### src/rtl/weight_loader_if.sv
// Word-stream handshake between the weight source and the weight loader.
//   in_valid : source has a word on in_data
//   in_ready : loader accepts a word this cycle
//   in_data  : signed weight word
//   in_sof   : word is w0 of a new frame
// Modports: master = weight source, slave = weight_loader.
interface weight_loader_if #(
    parameter int unsigned WIDTH = 4
);
    logic                    in_valid;
    logic                    in_ready;
    logic signed [WIDTH-1:0] in_data;
    logic                    in_sof;

    modport master (
        output in_valid,
        output in_data,
        output in_sof,
        input  in_ready
    );

    modport slave (
        input  in_valid,
        input  in_data,
        input  in_sof,
        output in_ready
    );
endinterface

### src/rtl/weight_loader.sv
// Serial weight loader: assembles a framed stream of 9 signed words in a
// shadow bank and copies the full set atomically into the active bank w0..w8
// when commit_en opens a safe window.
//   clk, rst_n    : clock, asynchronous active-low reset
//   in_if         : word-stream handshake (slave side)
//   commit_en     : permission to update the active bank this cycle
//   w0..w8        : active weights (node A: w0-w2, B: w3-w5, C: w6-w8)
//   weights_valid : a full set has been committed since reset
//   commit_done   : one-cycle pulse at the commit edge
//   frame_err     : one-cycle pulse on a framing violation
//   busy          : frame in progress or awaiting commit (combinational)
module weight_loader #(
    parameter int unsigned WIDTH = 4
) (
    input  logic                    clk,
    input  logic                    rst_n,
    weight_loader_if.slave          in_if,
    input  logic                    commit_en,
    output logic signed [WIDTH-1:0] w0,
    output logic signed [WIDTH-1:0] w1,
    output logic signed [WIDTH-1:0] w2,
    output logic signed [WIDTH-1:0] w3,
    output logic signed [WIDTH-1:0] w4,
    output logic signed [WIDTH-1:0] w5,
    output logic signed [WIDTH-1:0] w6,
    output logic signed [WIDTH-1:0] w7,
    output logic signed [WIDTH-1:0] w8,
    output logic                    weights_valid,
    output logic                    commit_done,
    output logic                    frame_err,
    output logic                    busy
);
    localparam int unsigned NWORDS = 9;
    localparam int unsigned IDX_W  = 4;

    localparam logic [1:0] ST_IDLE = 2'd0;
    localparam logic [1:0] ST_LOAD = 2'd1;
    localparam logic [1:0] ST_WAIT = 2'd2;

    logic [1:0]       state, state_n;
    logic [IDX_W-1:0] idx, idx_n;
    logic             wr_en;
    logic [IDX_W-1:0] wr_idx;
    logic             frame_err_n;
    logic             commit_n;
    logic             xfer;

    logic signed [WIDTH-1:0] shadow [NWORDS];
    logic signed [WIDTH-1:0] active [NWORDS];

    // Handshake decodes straight from state
    assign in_if.in_ready = (state != ST_WAIT);
    assign busy           = (state != ST_IDLE);
    assign xfer           = in_if.in_valid && in_if.in_ready;

    // State and index registers
    always_ff @(posedge clk or negedge rst_n) begin
        if (!rst_n) begin
            state <= ST_IDLE;
            idx   <= '0;
        end else begin
            state <= state_n;
            idx   <= idx_n;
        end
    end

    // Next-state, shadow write control and event pulses
    always_comb begin
        state_n     = state;
        idx_n       = idx;
        wr_en       = 1'b0;
        wr_idx      = idx;
        frame_err_n = 1'b0;
        commit_n    = 1'b0;
        case (state)
            ST_IDLE: begin
                if (xfer) begin
                    if (in_if.in_sof) begin
                        wr_en   = 1'b1;
                        wr_idx  = '0;
                        idx_n   = IDX_W'(1);
                        state_n = ST_LOAD;
                    end else begin
                        frame_err_n = 1'b1;
                    end
                end
            end
            ST_LOAD: begin
                if (xfer) begin
                    wr_en = 1'b1;
                    if (in_if.in_sof) begin
                        // Early restart: the new word becomes w0 again
                        frame_err_n = 1'b1;
                        wr_idx      = '0;
                        idx_n       = IDX_W'(1);
                    end else if (idx == IDX_W'(NWORDS - 1)) begin
                        idx_n   = '0;
                        state_n = ST_WAIT;
                    end else begin
                        idx_n = IDX_W'(idx + IDX_W'(1));
                    end
                end
            end
            ST_WAIT: begin
                if (commit_en) begin
                    commit_n = 1'b1;
                    state_n  = ST_IDLE;
                end
            end
            default: begin
                state_n = ST_IDLE;
                idx_n   = '0;
            end
        endcase
    end

    // Shadow bank, active bank and registered status outputs
    always_ff @(posedge clk or negedge rst_n) begin
        if (!rst_n) begin
            for (int i = 0; i < int'(NWORDS); i++) begin
                shadow[i] <= '0;
                active[i] <= '0;
            end
            weights_valid <= 1'b0;
            commit_done   <= 1'b0;
            frame_err     <= 1'b0;
        end else begin
            for (int i = 0; i < int'(NWORDS); i++) begin
                if (wr_en && (wr_idx == IDX_W'(i))) begin
                    shadow[i] <= in_if.in_data;
                end
                if (commit_n) begin
                    active[i] <= shadow[i];
                end
            end
            if (commit_n) begin
                weights_valid <= 1'b1;
            end
            commit_done <= commit_n;
            frame_err   <= frame_err_n;
        end
    end

    assign w0 = active[0];
    assign w1 = active[1];
    assign w2 = active[2];
    assign w3 = active[3];
    assign w4 = active[4];
    assign w5 = active[5];
    assign w6 = active[6];
    assign w7 = active[7];
    assign w8 = active[8];
endmodule

### src/flat_wrapper.sv
// flat-port wrapper written by rule: the top's interface ports become plain ports
module weight_loader_flat 
#(
    parameter int unsigned WIDTH = 4
)
  (clk, rst_n, commit_en, w0, w1, w2, w3, w4, w5, w6, w7, w8, weights_valid, commit_done, frame_err, busy, in_if_in_valid, in_if_in_data, in_if_in_sof, in_if_in_ready);
  weight_loader_if #(.WIDTH(WIDTH)) in_if_i ();
  input  logic clk;
  input  logic rst_n;
  input  logic commit_en;
  output logic signed [WIDTH-1:0] w0;
  output logic signed [WIDTH-1:0] w1;
  output logic signed [WIDTH-1:0] w2;
  output logic signed [WIDTH-1:0] w3;
  output logic signed [WIDTH-1:0] w4;
  output logic signed [WIDTH-1:0] w5;
  output logic signed [WIDTH-1:0] w6;
  output logic signed [WIDTH-1:0] w7;
  output logic signed [WIDTH-1:0] w8;
  output logic weights_valid;
  output logic commit_done;
  output logic frame_err;
  output logic busy;
  input wire logic [$bits(in_if_i.in_valid)-1:0] in_if_in_valid;
  input wire logic [$bits(in_if_i.in_data)-1:0] in_if_in_data;
  input wire logic [$bits(in_if_i.in_sof)-1:0] in_if_in_sof;
  output wire logic [$bits(in_if_i.in_ready)-1:0] in_if_in_ready;
  assign in_if_i.in_valid = in_if_in_valid;
  assign in_if_i.in_data = in_if_in_data;
  assign in_if_i.in_sof = in_if_in_sof;
  assign in_if_in_ready = in_if_i.in_ready;
  weight_loader #(.WIDTH(WIDTH)) u_core (.clk(clk), .rst_n(rst_n), .in_if(in_if_i), .commit_en(commit_en), .w0(w0), .w1(w1), .w2(w2), .w3(w3), .w4(w4), .w5(w5), .w6(w6), .w7(w7), .w8(w8), .weights_valid(weights_valid), .commit_done(commit_done), .frame_err(frame_err), .busy(busy));
endmodule
### config.mk
export PLATFORM = sky130hd
export DESIGN_NAME = weight_loader_flat
export DESIGN_NICKNAME = d
export VERILOG_FILES = /design/src/rtl/weight_loader_if.sv /design/src/rtl/weight_loader.sv /design/src/flat_wrapper.sv
export SDC_FILE = /design/constraint.sdc
export NUM_CORES = 1
export LEC_CHECK = 0
export ABC_AREA = 1
export CORE_AREA = 2 2 93 95
export DETAILED_ROUTE_END_ITERATION = 7
export DIE_AREA = 0 0 95 97
export GPL_ROUTABILITY_DRIVEN = 0
export HOLD_SLACK_MARGIN = 0.1
export PLACE_DENSITY = 0.7
export SYNTH_ARGS = -nofsm -noshare
export SYNTH_HDL_FRONTEND = slang
export SYNTH_SLANG_ARGS = --single-unit
### constraint.sdc
create_clock -name clk -period 2.5 [get_ports clk]
set_clock_uncertainty 0.15 [all_clocks]
set_input_delay 0.5 -clock clk [delete_from_list [all_inputs] [get_ports clk]]
set_output_delay 0.5 -clock clk [all_outputs]
set_load 0.05 [all_outputs]
==> impl_metrics.toml, run 1 <==
[floorplan]
die_w_um = 95
start_util = 0.4244
core_um2 = 8134
die-height_um = 97
num_rows = 33
num_io_pins = 50
dieArea_um2 = 9215

[clock_tree]
htreeDepth = 3
clockBufferDepth = 2
cts.root.buffer_cell = "clkbuf_8"
clk_latency_ns = 0.36
cts_tree = "built"
clk_pin_slew_ns = 0.09
clkSinkCount = 81
cts-buffers-inserted = 9

[critical_path]
cp-start-kind = "flop"
cp_top_family = "buffers and inverters"
slowest_delay_ns = 0.81
slowest_stage = "clkdlybuf4s50_1"
crit_chain = "clkdlybuf4s50_1"
worstSetupEndpointType = "output pin"
cp_data_arrival_time_ns = 1.55
crit_required_ns = 1.85
crit_type = "flop to output pin"
crit_fanout = 2
worst-path-buf-inv = 1

[drt]
num_vias = 2696
wl_per_cell_um = 12.95
drtAntennaViolNets = 0
routed_wl_um = 7266
route.detailed.drc = 0
dr.pass1.iters = 4
drt_iter0_markers = 187
via_per_inst = 4.806

[grt]
grt_pass1_vias = 2585
grt_usage = 0.1760
grt_max_degree = 37
globalRouteOverflowTotal = 0
antenna_found_initial = 0
grt_pass1_wl_um = 12540

[logic_synthesis]
synth_ff_type = "dfrtp_1"
ys_seq_area_frac = 0.5872
netlist-cell-type-count = 22
ys_ff_latch = 81
synthesis.area_um2 = 3452
synthArstFlopShare = 1.000
yosysWarnings = 0
mappedNetlistNets = 412
avgSynthCellArea_um2 = 8.609
synth_edf_count = 0
synthCells = 401

[layout]
largest_reg_flops = 36
nNetsFinal = 462
top_register = "u_core.shadow"
fin_util = 0.5213
diodes = 0
drive_gt1_frac = 0.1053
syn_to_final_growth_pct = 22.83

[sta]
final-hold-violation-count = 0
slew_headroom = 0.5887
final_max_slew_viol_count = 0
fmax_ghz = 0.4554
fin_crit_sh = 0.8783
finalCriticalPeriod_ns = 2.196
setup_viol = 0
worst_pin_slew_ns = 0.6169
rsz0062_at_grt = "false"
final.setup.tns_ns = 0

[power]
worst_ir_drop_vdd_mv = 0.5769
power_density_nw_per_um2 = 1087
p_leak_nw = 2.219

[hold_path]
hold_class = "flop to flop"

[flow_run]
maxCapViolCount = 0

[placement]
hpwlAfterDp_um = 5004
io_buffers = 49

[run_status]
status = "finished, final reports clean"
==> synth_stat cells (3+ instances only) <==
master	count	area (um2)
dfrtp_1	81	2027
nor2_1	7	26.28
nor2_4	3	33.78
nand2_2	6	37.54
inv_1	10	37.54
clkbuf_1	5	18.77
inv_2	5	18.77
nand3_1	27	135.1
buf_4	3	22.52
nand3_2	5	50.05
buf_2	11	55.05
o21ai_0	4	20.02
nand2_1	204	765.7
nand4_1	20	125.1
==> per-stage QoR <==
stage	hold WS, ns	area [um2]	setup slack, ns	std cells	power, mW
final	0.3220	4240	0.3043	561	4.610
after global routing	0.3460	4240	0.2593	561	4.922
after CTS	0.3290	4235	0.07535	561	4.648
after detailed placement	0.3095	4048	0.2560	544	3.767
after global placement	0.3056	4048	0.3204	544	3.727
after floorplan	0.05441	3452	0.7968	401	3.201
==> report_power, final <==
group	total (mW)	internal (mW)	leakage, nW	switching (mW)
clock	0.876	0.367	0.0822	0.509
combinational	1.85	0.558	1.05	1.29
sequential	1.89	1.64	1.09	0.245
==> metal layers <==
| layer | part of all wire | GRT usage |
|---|---|---|
| met1 | 0.47 | 0.2404 |
| met2 | 0.47 | 0.2684 |
| met3 | 0.044 | 0.03660 |
| met4 | 0.018 | 0.08027 |
| met5 | 0 | 0 |
==> path summary, 6_finish.rpt <==
kind,from,end,slack [ns],cells past startpoint
worst max-delay path,u_core.w4[3],w4[3],0.30,1
worst min-delay path,u_core.shadow[6],u_core.w7[2],0.32,2
worst max register to register,u_core.idx[1],u_core.shadow[3],0.78,4
worst min register to register,u_core.shadow[6],u_core.w7[2],0.32,2
max in group asynchronous,rst_n,u_core.idx[1],1.10,3
min in group asynchronous,rst_n,u_core.w5[1],0.48,2
==> cells in the final DEF (no fill, tap or decap), types with 2 or more instances in the layout <==
| cell type | instances |
|---|---|
| clkbuf_8 | 9 |
| clkinvlp_4 | 3 |
| inv_1 | 10 |
| nand3_1 | 27 |
| nor2_2 | 2 |
| nand4_1 | 20 |
| inv_6 | 2 |
| nand2_2 | 6 |
| nand3_2 | 5 |
| dfrtp_1 | 81 |
| nor2_1 | 7 |
| buf_4 | 8 |
| clkdlybuf4s50_1 | 46 |
| o21ai_0 | 4 |
| nor2_4 | 3 |
| nand2_1 | 204 |
| inv_2 | 5 |
| dlymetal6s2s_1 | 2 |
| ha_1 | 2 |
==> repair_timing <==
action	in CTS	in global routing
setup endpoints to repair	0	2
hold buffers	1	0
gates resized for setup	0	2
hold endpoints to repair	33	0
buffers inserted	0	0
==> layout make-up <==
cell class | instances | area, um2
Clock buffer | 9 | 123.9
Clock inverter | 7 | 53.80
Fill cell | 768 | 3894
Inverter | 15 | 56.30
Multi-Input combinational cell | 286 | 1272
Sequential cell | 81 | 2027
Tap cell | 105 | 131.4
Timing Repair Buffer | 58 | 575.6
==> cell families after synthesis <==
| family | share of synthesized area |
|---|---|
| AO/OA/AOI/OAI | 0.01123 |
| AND/OR/NAND/NOR | 0.3476 |
| adder cells (fa/ha/maj) | 0.007248 |
| flip-flops | 0.5872 |
| XOR/XNOR | 0.002538 |
| buffers and inverters | 0.04422 |
(Power assumes the default switching activity.)
==> run 2: changes to the inputs <==
Settings changed: GPL_TIMING_DRIVEN from default to 0.
==> run 2 against run 1 <==
Compared with the run above: total power rose by 2.5%; routed wire length rose by 1.3%; utilization rose by 0.31 points; global-route usage rose by 0.20 points; maximum frequency fell by 8.3%; final cell count rose by 1.4%; critical path type unchanged.
==> impl_metrics.toml, run 2 (synthesis results as in run 1) <==
[critical_path]
crit_type = "flop to output pin"
worstSetupEndpointType = "output pin"
reg2reg_depth = 7
r2r_end = "u_core.w0[1]"
crit_fanout = 6
cp_data_arrival_time_ns = 1.74
crit_required_ns = 1.85
r2r_setup_slack_ns = 0.81
cp-start-kind = "flop"
cp-startpoint = "u_core.state[1]"
r2r_start = "u_core.state[0]"

[floorplan]
num_io_pins = 50
die_w_um = 95
num_rows = 33
core_um2 = 8134
dieArea_um2 = 9215
die-height_um = 97
start_util = 0.4244

[clock_tree]
cts_tree = "built"
clk_pin_slew_ns = 0.08
cts.root.buffer_cell = "clkbuf_8"
clockBufferDepth = 2
clk_latency_ns = 0.34
clkSinkCount = 81
htreeDepth = 3
cts-buffers-inserted = 9

[flow_run]
maxCapViolCount = 0

[sta]
final-hold-violation-count = 0
worst_pin_slew_ns = 0.5778
final_max_slew_viol_count = 0
fin_crit_sh = 0.9573
finalCriticalPeriod_ns = 2.393
slew_headroom = 0.6148
setup_viol = 0
rsz0062_at_grt = "false"
final.setup.tns_ns = 0
holdWs_ns = 0.3220
fin_ws_ns = 0.1068
fmax_ghz = 0.4179

[drt]
routed_wl_um = 7361
dr.pass1.iters = 4
drtAntennaViolNets = 0
via_per_inst = 4.833
num_vias = 2750
wl_per_cell_um = 12.94
route.detailed.drc = 0
drt_iter0_markers = 174

[placement]
io_buffers = 45
dp_cells = 552
place_ws_ns = 0.2464
dpl_cell_area_um2 = 4059
hpwlAfterDp_um = 5043

[layout]
largest_reg_flops = 36
multiInputGateArea_um2 = 1272
drive_gt1_frac = 0.1164
stdcell_area_um2 = 4265
fin_util = 0.5244
regArea_um2 = 2027
nFillCells = 769
final_cell_mix = "nand2_1, dfrtp_1, clkdlybuf4s50_1"
layout_commonest_cell = "nand2_1"
syn_to_final_growth_pct = 23.56
top_register = "u_core.shadow"
finalNonFillerCells = 569
nNetsFinal = 470
diodes = 0

[grt]
gr-usage-met3 = 0.03816
grt_pass1_wl_um = 13000
globalRouteOverflowTotal = 0
grt_usage = 0.1780
global_route.usage.met1 = 0.2406
antenna_found_initial = 0
grt_pass1_vias = 2760
met2_usage = 0.2870
grt_max_degree = 72
busiest_layer = "met2"

[power]
p_int_mw = 2.711
p_total_mw = 4.728
p_leak_nw = 2.241
p_seq_frac = 0.394
worst_ir_drop_vdd_mv = 0.7069
switchingPower_mw = 2.017
swShare = 0.4266
power_density_nw_per_um2 = 1108
p_clk_frac = 0.201
pwr-share-comb = 0.405

[run_status]
status = "finished, final reports clean"

[hold_path]
worstHoldStart = "u_core.w6[3]"
hold_class = "flop to flop"
holdPathStages = 2
min_to = "u_core.w6[3]"
## run 2: changes by cell type in the layout (fill, tap and decap cells not counted), moves of 2 or more
cell             previous run  this run
clkdlybuf4s50_1            46        44
inv_6                       2         0
dlymetal6s2s_1              2         0
buf_2                       0        11
clkbuf_1                    0         6
buf_4                       8         4
## run 2: area by class of cell
class                      instances  area share
buffer                            19     0.02259
timing repair buffer              47      0.1138
inverter                          15     0.01320
clock buffer                      11     0.03315
multi-input combinational        286      0.2983
clock inverter                     5     0.01291
tap                              105     0.03080
sequential                        81      0.4752
## run 2: worst max path at each step
stage                              to  slack (ns)
floorplan                u_core.w0[0]        0.80
global placement         u_core.w2[0]       -2.02
detailed placement  u_core.shadow[25]        0.25
CTS                              busy        0.09
global route           in_if_in_ready        0.04
finish                           busy        0.11
## run 2: per-layer routing
metal  up-vias  part of all wire
li1       1378                 -
met1      1305              0.47
met2        60              0.48
met3         7             0.045
met4         0            0.0088
met5         -                 0
## run 2: power by group through the flow
| stage | clock, mW | combinational, mW | sequential (mW) |
|---|---|---|---|
| 6_report | 0.950 | 1.92 | 1.86 |
| 5_1_grt | 1.03 | 2.09 | 1.91 |
| 4_1_cts | 0.972 | 1.93 | 1.86 |
| 3_5_place_dp | 0 | 1.92 | 1.89 |
| 3_3_place_gp | 0 | 1.88 | 1.88 |
| 2_1_floorplan | 0 | 0.854 | 2.35 |
## run 2: timing repair
item / CTS / global route
buffers inserted: 0 / 0
hold endpoints to repair: 10 / 0
hold buffers: 1 / 0
gates resized for setup: 0 / 0
## run 2: critical path: stages (launching register included)
cell and delay (ns):
dfrtp_1 0.46, nor2_1 0.10, inv_1 0.06, clkdlybuf4s50_1 0.79
